File: src/rtl/aes_wddl_unload.sv
// Output end of the WDDL AES datapath: captures the final dual-rail state, checks the rails and streams true-rail bytes.
// Optional macro AES_WDDL_UNLOAD_PRECHARGE_EN adds out_data_n and a post-block precharge cycle.
module aes_wddl_unload #(
  parameter int NBYTES = 16,
  parameter int BYTE_W = 8
) (
  input  logic                     clk,
  input  logic                     rst,
  input  logic                     done,
  input  logic [NBYTES*BYTE_W-1:0] sa_p,
  input  logic [NBYTES*BYTE_W-1:0] sa_n,
  output logic                     out_valid,
  input  logic                     out_ready,
  output logic [BYTE_W-1:0]        out_data,
`ifdef AES_WDDL_UNLOAD_PRECHARGE_EN
  output logic [BYTE_W-1:0]        out_data_n,
`endif
  output logic                     out_last,
  output logic                     busy,
  output logic                     err
);

  localparam int CW = (NBYTES > 1) ? $clog2(NBYTES) : 1;
  localparam logic [CW-1:0] LAST = CW'(NBYTES - 1);

  typedef enum logic [1:0] {
    IDLE      = 2'd0,
`ifdef AES_WDDL_UNLOAD_PRECHARGE_EN
    PRECHARGE = 2'd2,
`endif
    SEND      = 2'd1
  } state_t;

  state_t            state;
  state_t            state_nxt;
  logic [BYTE_W-1:0] sh_p [NBYTES];
  logic [BYTE_W-1:0] sh_n [NBYTES];
  logic [CW-1:0]     cnt;
  logic [CW-1:0]     lane;
  logic              err_q;
  logic              capture;
  logic              xfer;
  logic              fault;

  // A lane is healthy only when its two rails are exact complements.
  always_comb begin
    fault = 1'b0;
    for (int unsigned i = 0; i < NBYTES; i++) begin
      if ((sa_p[i*BYTE_W +: BYTE_W] ^ sa_n[i*BYTE_W +: BYTE_W]) != '1) fault = 1'b1;
    end
  end

  always_ff @(posedge clk) begin
    if (!rst) state <= IDLE;
    else      state <= state_nxt;
  end

  always_comb begin
    state_nxt = state;
    out_valid = 1'b0;
    busy      = 1'b0;
    capture   = 1'b0;
    case (state)
      IDLE: begin
        if (done) begin
          capture   = 1'b1;
          state_nxt = SEND;
        end
      end
      SEND: begin
        out_valid = 1'b1;
        busy      = 1'b1;
        if (out_ready && cnt == LAST) begin
`ifdef AES_WDDL_UNLOAD_PRECHARGE_EN
          state_nxt = PRECHARGE;
`else
          state_nxt = IDLE;
`endif
        end
      end
`ifdef AES_WDDL_UNLOAD_PRECHARGE_EN
      PRECHARGE: begin
        busy      = 1'b1;
        state_nxt = IDLE;
      end
`endif
      default: state_nxt = IDLE;
    endcase
  end

  assign xfer     = out_valid & out_ready;
  assign lane     = LAST - cnt;
  assign out_last = out_valid && (cnt == LAST);
  assign out_data = sh_p[lane];
  assign err      = err_q;
`ifdef AES_WDDL_UNLOAD_PRECHARGE_EN
  assign out_data_n = sh_n[lane];
`endif

  always_ff @(posedge clk) begin
    if (!rst) begin
      cnt   <= '0;
      err_q <= 1'b0;
      for (int unsigned i = 0; i < NBYTES; i++) begin
        sh_p[i] <= '0;
        sh_n[i] <= '0;
      end
    end else if (capture) begin
      cnt   <= '0;
      err_q <= fault;
      for (int unsigned i = 0; i < NBYTES; i++) begin
        sh_p[i] <= sa_p[i*BYTE_W +: BYTE_W];
        sh_n[i] <= sa_n[i*BYTE_W +: BYTE_W];
      end
    end else if (xfer) begin
      cnt <= (cnt == LAST) ? '0 : cnt + CW'(1);
`ifdef AES_WDDL_UNLOAD_PRECHARGE_EN
      // Zero each lane as it leaves so the shadow's Hamming weight drains uniformly.
      sh_p[lane] <= '0;
      sh_n[lane] <= '0;
`endif
    end
`ifdef AES_WDDL_UNLOAD_PRECHARGE_EN
    else if (state == PRECHARGE) begin
      for (int unsigned i = 0; i < NBYTES; i++) begin
        sh_p[i] <= '0;
        sh_n[i] <= '0;
      end
    end
`endif
  end

endmodule

File: config.mk
export PLATFORM = sky130hd
export DESIGN_NAME = aes_wddl_unload
export DESIGN_NICKNAME = d
export VERILOG_FILES = /design/src/rtl/aes_wddl_unload.sv
export SDC_FILE = /design/constraint.sdc
export NUM_CORES = 1
export LEC_CHECK = 0
export ABC_AREA = 1
export CORE_MARGIN = 8
export CORE_UTILIZATION = 48
export CTS_CLUSTER_SIZE = 40
export DETAILED_ROUTE_END_ITERATION = 6
export PLACE_DENSITY = 0.82
export SYNTH_ARGS = -nofsm -noshare
export SYNTH_HDL_FRONTEND = slang
export SYNTH_SLANG_ARGS = --single-unit
File: constraint.sdc
create_clock -name clk -period 7 [get_ports clk]
set_input_delay 0.7 -clock clk [delete_from_list [all_inputs] [get_ports clk]]
set_output_delay 0.7 -clock clk [all_outputs]
set_load 0.03 [all_outputs]
==> impl_metrics.py <==
metrics = {
    "outcome": {
        "status": "completed",
    },
    "worst_setup_path": {
        "cp.arrival_ps": 4090,
        "path_common_cell": "nand3_1",
        "startpoint_type": "register",
        "crit_chain": "clkinv_1, o21ai_0, o221ai_1, nand3_1, nand3_1, clkdlybuf4s50_1",
        "cp-end-kind": "primary output",
        "critPathRequiredTime_ps": 6300,
        "slowest_delay_ps": 1140,
        "cp_max_fo": 34,
        "cp_top_family": "buffers and inverters",
        "crit_slowest_cell": "clkinv_1",
        "path_buf_inv": 2,
        "timing.setup.critical_path_class": "reg -> out",
    },
    "yosys": {
        "yosysUniqueCellTypes": 24,
        "ys_seq_area_share_pct": 47.57,
        "synth-compound-area-share_pct": 7.402,
        "synth-adder-area-share_pct": 0.1502,
        "synth_mux_area_share_pct": 0,
        "synth_simple_gate_area_share_pct": 27.27,
        "synth-xor-area-share_pct": 5.465,
        "postSynthAreaPerCell_um2": 7.278,
        "ys_ff_latch": 134,
        "yosysWarnings": 0,
        "synth_top_family_by_area": "simple AND/OR/NAND/NOR gates",
        "synth_cells": 1145,
        "synth_fp_nets": 1406,
        "synth_area_um2": 8333,
    },
    "place": {
        "dp_hpwl_um": 20700,
        "io_buffers": 271,
        "gp_congestion": 0.8754,
    },
    "floorplan": {
        "die_h_um": 147.8,
        "die_area_um2": 21830,
        "ioPinCount": 272,
        "die_w_um": 147.8,
        "core_area_um2": 17120,
        "num_rows": 48,
        "start_util_pct": 48.68,
    },
    "grt": {
        "overflow": 0,
        "met1_usage_pct": 27.51,
        "grt_max_degree": 82,
        "use_met2_pct": 42.89,
        "grt_pass1_wl_um": 41140,
        "use_met3_pct": 7.093,
        "grt_antenna_before_repair": 0,
        "grt_pass1_vias": 8162,
        "grt_usage_pct": 24.22,
        "busiest_layer": "met2",
    },
    "final_layout": {
        "layout.nets": 1662,
        "layout-drive-gt1-share_pct": 2.689,
        "nFillCells": 1351,
        "n_antenna_cell": 0,
        "area_growth_pct": 41.55,
    },
    "clock_tree": {
        "cts_buffers": 17,
        "cts.sinks": 134,
        "cts-resized-gates": 0,
        "cts_tree": "yes",
        "postCtsSetupBuffers": 0,
        "cts_buffer_depth": 2,
        "cts.clk_slew.worst_paths_ps": 60,
        "htreeDepth": 4,
        "root_buffer": "clkbuf_16",
        "ctsHoldBuffers": 0,
        "insertion_delay_ps": 420,
    },
    "routing": {
        "ant_nets": 0,
        "wl_um": 26670,
        "first_iter_violations": 638,
        "dr.pass1.iters": 6,
        "drc": 0,
        "vias": 8185,
        "wl_per_cell_um": 16.28,
        "vias_per_cell": 4.997,
    },
    "min_path": {
        "hp-class": "reg -> reg",
    },
    "sta": {
        "worstMarginPinSlew_ps": 1096,
        "setup_violations": 0,
        "period_share_pct": 68.47,
        "rsz0062_at_grt": "false",
        "min_period_ps": 4793,
        "hold_ws_ps": 476.2,
        "tns_ps": 0,
        "finClkSkew_ps": 6.331,
        "max_freq_mhz": 208.6,
        "slew_headroom_pct": 26.95,
        "drv_slew": 0,
        "hold_violations": 0,
    },
    "pwr": {
        "p_per_area_nw_per_um2": 201.2,
        "max-vdd-ir-drop_v": 0.0001856,
        "total_leakage_power_nw": 5.794,
    },
    "flow_run": {
        "cap_violations": 0,
    },
}
## cells in the mapped netlist (all sizes together)
cell,number,area share [%]
o21ai,65,3.9
clkbuf,22,0.99
inv,216,9.7
ha,1,0.15
a21oi,4,0.24
edfxtp,128,46
xor2,52,5.5
clkinv,3,0.14
nand3,13,0.78
dfxtp,6,1.4
nor3,1,0.060
o211ai,4,0.36
o22ai,20,1.5
nor2,283,13
nand2,298,13
o221ai,12,1.3
o21a,1,0.090
nor4,1,0.26
buf,15,1.3
## cell type report
type | instances | area, µm² | share of cell area (%)
Clock buffer | 18 | 429.2 | 3.638
Timing Repair Buffer | 274 | 2730 | 23.15
Inverter | 219 | 824.5 | 6.991
Multi-Input combinational cell | 755 | 3359 | 28.48
Tap cell | 225 | 281.5 | 2.387
Sequential cell | 134 | 3965 | 33.62
Clock inverter | 13 | 205.2 | 1.740
## where the power goes
part	leakage, nW	switching, mW	internal, mW
Sequential	1.42	0.0318	0.947
Combinational	4.07	0.208	0.212
Clock	0.305	0.344	0.629
## cells in the final DEF (no fill, tap or decap), types with 3 or more instances in the layout
cell type	instances
a21oi_1	4
buf_4	3
bufinv_16	5
clkbuf_16	17
clkdlybuf4s50_1	270
clkinv_1	5
clkinv_4	3
dfxtp_1	5
edfxtp_1	128
inv_1	214
nand2_1	297
nand3_1	13
nor2_1	283
o211ai_1	4
o21ai_0	57
o21ai_1	7
o221ai_1	12
o22ai_1	20
xor2_1	52
## logic make-up (layout without fill, tap and decap cells)
| kind of cell | Yosys count | count (layout) |
|---|---|---|
| adder cells (fa/ha/maj) | 1 | 1 |
| XOR/XNOR | 52 | 52 |
| buffers and inverters | 256 | 524 |
| flip-flops | 134 | 134 |
| AND/OR/NAND/NOR | 596 | 596 |
| AO/OA/AOI/OAI | 106 | 106 |
## path summary, 6_finish.rpt
kind,from,to,slack [ps],cells past startpoint
max reg2reg,cnt[1],cnt[3],4020,4
min,err,err,480,2
min reg2reg,err,err,480,2
max,cnt[1],out_data[6],2210,6
## sequential cells by signal, summed over array words and instances, names as in the netlist
signal	cells
sh_p	128
cnt	4
err	1
state	1
## routing by layer
layer / share of wire [%] / wire length [µm] / vias up
met5: 0 / 0 / -
met4: 2.5 / 660 / 0
met3: 9.6 / 2560 / 50
met2: 50 / 13470 / 421
met1: 37 / 9983 / 3687
li1: - / - / 4027
## metrics by stage
stage	instances	power, mW	setup slack, ps	cell area (µm²)	utilization (%)
final	1638	2.373	2207	11800	68.91
after CTS	1638	2.371	2336	11800	68.91
after detailed placement	1607	1.410	2857	11160	65.20
after floorplan	1145	1.166	3069	8333	-
after global routing	1638	2.452	2056	11800	68.91
after global placement	1607	1.402	2937	11160	65.20
## worst register-to-register path, stage by stage, from the launching register on
cell,delay (ps)
dfxtp_1,1020
clkinv_1,1140
nor4_4,490
xor2_1,180
nor2_1,50
No activity file was read; power rests on OpenSTA's default activity.
